==> config.mk <==
export PLATFORM = sky130hd
export DESIGN_NAME = alu_seq_ctrl
export DESIGN_NICKNAME = d
export VERILOG_FILES = /design/src/rtl/alu_seq_ctrl.sv
export SDC_FILE = /design/constraint.sdc
export NUM_CORES = 1
export LEC_CHECK = 0
export ABC_AREA = 1
export CORE_ASPECT_RATIO = 1.25
export CORE_UTILIZATION = 52
export CTS_CLUSTER_DIAMETER = 50
export DETAILED_ROUTE_END_ITERATION = 8
export PLACE_DENSITY = 0.95
export SETUP_SLACK_MARGIN = 0.3
export SLEW_MARGIN = 15
export SYNTH_ARGS = -nofsm -noshare
export SYNTH_HDL_FRONTEND = slang
export SYNTH_SLANG_ARGS = --single-unit
==> constraint.sdc <==
create_clock -name clk -period 3.55 [get_ports clk]
set_input_delay 0.355 -clock clk [delete_from_list [all_inputs] [get_ports clk]]
set_output_delay 0.355 -clock clk [all_outputs]
set_load 0.02 [all_outputs]
==> src/rtl/alu_seq_ctrl.sv <==
// Single-requester sequencer for the shared combinational ALU: latches one op,
// drives the ALU, runs restoring division locally, and returns result + flags.
module alu_seq_ctrl #(
  parameter int          WIDTH  = 8,
  parameter logic [5:0]  OP_DIV = 6'd14
) (
  input  logic             clk,
  input  logic             rst_n,
  input  logic             req_valid,
  output logic             req_ready,
  input  logic [5:0]       req_op,
  input  logic [WIDTH-1:0] req_a,
  input  logic [WIDTH-1:0] req_b,
  input  logic             req_wf,
  output logic             rsp_valid,
  input  logic             rsp_ready,
  output logic [WIDTH-1:0] rsp_res,
  output logic [WIDTH-1:0] rsp_rem,
  output logic             flag_c,
  output logic             flag_v,
  output logic             flag_z,
  output logic             flag_s,
  output logic [5:0]       alu_op,
  output logic             alu_ci,
  output logic             alu_vi,
  output logic             alu_zi,
  output logic             alu_si,
  output logic [WIDTH-1:0] alu_ai,
  output logic [WIDTH-1:0] alu_bi,
  output logic [WIDTH-1:0] alu_di,
  input  logic [WIDTH-1:0] alu_res,
  input  logic             alu_co,
  input  logic             alu_vo,
  input  logic             alu_zo,
  input  logic             alu_so
);
  localparam int CW = (WIDTH > 1) ? $clog2(WIDTH) : 1;

  typedef enum logic [2:0] {S_IDLE, S_EXEC, S_DIV, S_DFIN, S_RESP} state_t;

  state_t           r_state, w_next;
  logic [5:0]       r_op;
  logic [WIDTH-1:0] r_a, r_b, r_sh, r_q, r_rem, r_res, r_rsp_rem;
  logic             r_wf, r_dz;
  logic [3:0]       r_flags;   // {C,V,Z,S}
  logic [CW-1:0]    r_cnt;

  logic             w_req_div, w_req_dz;
  logic [WIDTH:0]   w_rem_sh, w_rem_diff;
  logic             w_ge;

  assign w_req_div = (req_op == OP_DIV);
  assign w_req_dz  = w_req_div && (req_b == '0);

  // Partial remainder kept one bit wider so large divisors never lose the MSB.
  assign w_rem_sh   = {r_rem, r_sh[WIDTH-1]};
  assign w_rem_diff = w_rem_sh - {1'b0, r_b};
  assign w_ge       = (w_rem_sh >= {1'b0, r_b});

  always_comb begin
    w_next = r_state;
    case (r_state)
      S_IDLE: if (req_valid) w_next = w_req_dz ? S_DFIN : (w_req_div ? S_DIV : S_EXEC);
      S_EXEC: w_next = S_RESP;
      S_DIV:  if (r_cnt == CW'(WIDTH-1)) w_next = S_DFIN;
      S_DFIN: w_next = S_RESP;
      S_RESP: if (rsp_ready) w_next = S_IDLE;
      default: w_next = S_IDLE;
    endcase
  end

  always_ff @(posedge clk) begin
    if (!rst_n) begin
      r_state   <= S_IDLE;
      r_op      <= '0;
      r_a       <= '0;
      r_b       <= '0;
      r_wf      <= 1'b0;
      r_dz      <= 1'b0;
      r_sh      <= '0;
      r_q       <= '0;
      r_rem     <= '0;
      r_cnt     <= '0;
      r_res     <= '0;
      r_rsp_rem <= '0;
      r_flags   <= '0;
    end else begin
      r_state <= w_next;
      case (r_state)
        S_IDLE: if (req_valid) begin
          r_op  <= req_op;
          r_a   <= req_a;
          r_b   <= req_b;
          r_wf  <= req_wf;
          r_dz  <= w_req_dz;
          r_sh  <= req_a;
          r_cnt <= '0;
          // Divide by zero skips the iterations: quotient all ones, remainder = a.
          r_q   <= w_req_dz ? '1 : '0;
          r_rem <= w_req_dz ? req_a : '0;
        end
        S_EXEC: begin
          r_res     <= alu_res;
          r_rsp_rem <= '0;
          if (r_wf) r_flags <= {alu_co, alu_vo, alu_zo, alu_so};
        end
        S_DIV: begin
          r_sh  <= {r_sh[WIDTH-2:0], 1'b0};
          r_cnt <= r_cnt + CW'(1);
          r_q   <= {r_q[WIDTH-2:0], w_ge};
          r_rem <= w_ge ? w_rem_diff[WIDTH-1:0] : w_rem_sh[WIDTH-1:0];
        end
        S_DFIN: begin
          r_res     <= alu_res;
          r_rsp_rem <= r_rem;
          if (r_wf) r_flags <= {r_flags[3], r_dz, alu_zo, alu_so};
        end
        default: ;
      endcase
    end
  end

  assign req_ready = (r_state == S_IDLE);
  assign rsp_valid = (r_state == S_RESP);
  assign rsp_res   = r_res;
  assign rsp_rem   = r_rsp_rem;
  assign {flag_c, flag_v, flag_z, flag_s} = r_flags;

  assign alu_op = r_op;
  assign alu_ai = r_a;
  assign alu_bi = r_b;
  assign alu_di = (r_op == OP_DIV) ? r_q : r_a;
  assign {alu_ci, alu_vi, alu_zi, alu_si} = r_flags;
endmodule

==> flow_summary.yaml <==
sta:
  skew_ns: 0.0105
  setup_viol: 0
  slew_viol_final: 0
  min_period_over_period_pct: 80.7
  fin_ws_ns: 0.684
  max_freq_mhz: 349
  rsz0062_at_grt: "no"
  hold_violations: 0
  tns_ns: 0
  relSlewSlack_pct: 37.0
  min_period_ns: 2.87
  worstMarginPinSlew_ns: 0.945
cells_and_area:
  final_common_cell: "nand2_1"
  drive_above_1_share_pct: 6.76
  final_cell_mix: "nand2_1 (109), clkdlybuf4s50_1 (94), dfxtp_1 (74)"
  fin_nets: 622
  synthToLayoutAreaGrowth_pct: 32.7
  final_area_mm2: 0.00469
  num_antenna_cells: 0
  utilization_pct: 71.5
placed_design:
  place_area_mm2: 0.00449
  portBuffers: 94
  hpwl_um: 6980
  place_congestion: 0.895
  pre_cts_ws_ns: 1.11
die:
  start_util_pct: 53.8
  die_w_um: 75.7
  num_io_pins: 95
  die_h_um: 94.2
  core-area_mm2: 0.00657
  fp-row-count: 33
  die-area_mm2: 0.00713
critical_path:
  end_kind: "output port"
  path_depth: 5
  cp_slowest_cell: "clkdlybuf4s50_1"
  worstPathArrival_ns: 2.51
  critPathKind: "flop to output port"
  rrSetupSlack_ns: 1.55
  start_kind: "flop"
  path_max_fanout: 16
  crit_family: "simple AND/OR/NAND/NOR gates"
  reg2reg_depth: 7
  critPathRequiredTime_ns: 3.19
  worstPathBufferInverterCount: 2
  max_stage_delay_ns: 0.65
  crit_chain: "inv_1 -> nor4_1 -> nand3_1 -> o21ai_0 -> clkdlybuf4s50_1"
detailed_routing:
  totalWireLength_um: 9730
  first_pass_iters: 6
  routed_via_density: 5.40
  ant_nets: 0
  wire_per_inst_um: 14.7
  drc: 0
  vias: 3586
  drt-initial-drc-count: 237
global_routing:
  grt_usage_pct: 29.3
  grt-ovfl-total: 0
  grt_pass1_wl_um: 15700
  antenna_found_initial: 0
  grt_start_max_net_pins: 36
  grt_pass1_vias: 3513
cts:
  holdBufCountCts: 0
  path_clk_slew_ns: 0.08
  clock-sinks: 74
  clock_latency_ns: 0.37
  cts.repair.resized: 0
  root_buffer: "clkbuf_8"
  cts_buffers: 9
  cts.path.max_buffers: 2
  htreeDepth: 3
  cts_tree: "done"
  cts_setup_buffers: 0
logic_synthesis:
  synth_area_per_cell_um2: 7.27
  yosys_warnings: 0
  yosysUniqueCellTypes: 35
  syn-num-nets: 536
  syn_area_mm2: 0.00353
  netlist_instances: 486
  seq_area_frac_synth_pct: 41.9
  ys_ff_latch: 74
run_status:
  status: "completed"
job:
  cap_violations: 0
power_and_ir_drop:
  peakVddDrop_uv: 356
  cellPowerDensity_mw_per_mm2: 496
  power.static_leakage_nw: 1.93
min_path:
  whs_path_depth: 2
  hold_path.class: "flop to flop"
==> kinds of logic (layout without fill, tap and decap cells) <==
group                    Yosys count  count (layout)  synth area share, %
buffers and inverters             84             175                 10.1
flip-flops                        74              74                 41.9
adder cells (fa/ha/maj)           11              11                 4.11
AND/OR/NAND/NOR                  206             206                 26.4
AO/OA/AOI/OAI                    108             108                 16.7
XOR/XNOR                           3               3                0.743
==> area by class of cell <==
class | count | area [µm²]
Clock buffer | 9 | 124
Tap cell | 87 | 109
Timing Repair Buffer | 98 | 971
Multi-Input combinational cell | 328 | 1700
Sequential cell | 74 | 1480
Clock inverter | 7 | 82.6
Fill cell | 486 | 1870
Inverter | 61 | 229
==> metal layers <==
layer / GRT usage, % / share of wire [%] / vias up / routed length (µm)
met1: 32.2 / 39 / 1657 / 3820
met4: 20.2 / 4.9 / 0 / 479
li1: - / - / 1742 / -
met2: 48.5 / 51 / 145 / 4940
met3: 6.65 / 5.1 / 42 / 495
met5: 0 / 0 / - / 0
==> cells in the mapped netlist (all sizes together) <==
cell type	number	area, µm²
nand2	113	439
buf	14	95.1
o21ai	36	180
dfxtp	74	1480
a211oi	1	7.51
nand4	1	6.26
nand3	21	123
a21oi	54	278
a31oi	8	50.1
o22ai	1	6.26
nor2	54	230
xor2	2	17.5
o221ai	7	61.3
or2	3	23.8
clkbuf	9	33.8
o21a	1	7.51
nand3b	7	52.6
xnor2	1	8.76
fa	1	20.0
nor4	1	6.26
inv	61	229
ha	10	125
nor3	6	52.6
==> per-stage QoR <==
step	power, mW	std cells	hold slack, ns
after floorplan	1.38	486	0.430
after global placement	1.61	648	0.446
after detailed placement	1.64	648	0.453
after CTS	2.32	664	0.465
after global routing	2.43	664	0.490
final	2.33	664	0.469
==> registers in the layout, indices dropped and copies added, names as in the netlist, 3 cells and up <==
| name | cells |
|---|---|
| alu_ai | 8 |
| rsp_res | 8 |
| r_sh | 8 |
| r_cnt | 3 |
| r_state | 3 |
| r_q | 8 |
| alu_bi | 8 |
| rsp_rem | 8 |
| alu_op | 6 |
| r_flags | 4 |
| r_rem | 8 |
==> worst min-delay path: cells and delay by family (launching register included) <==
| family | cells | cell delay (ns) |
|---|---|---|
| AO/OA/AOI/OAI | 1 | 0.05 |
| AND/OR/NAND/NOR | 1 | 0.06 |
| flip-flops | 1 | 0.32 |
==> power by group <==
group          internal [mW]  switching, mW
combinational          0.281          0.410
clock                  0.337          0.358
sequential             0.897         0.0467
total                   1.51          0.815
==> worst paths after layout <==
path,startpoint,endpoint
max,alu_op[2],alu_di[4]
min,r_sh[0],r_sh[0]
max reg2reg,r_state[1],r_state[1]
min reg2reg,r_sh[0],r_sh[0]
Note: power is estimated with default switching activity, not from simulation.
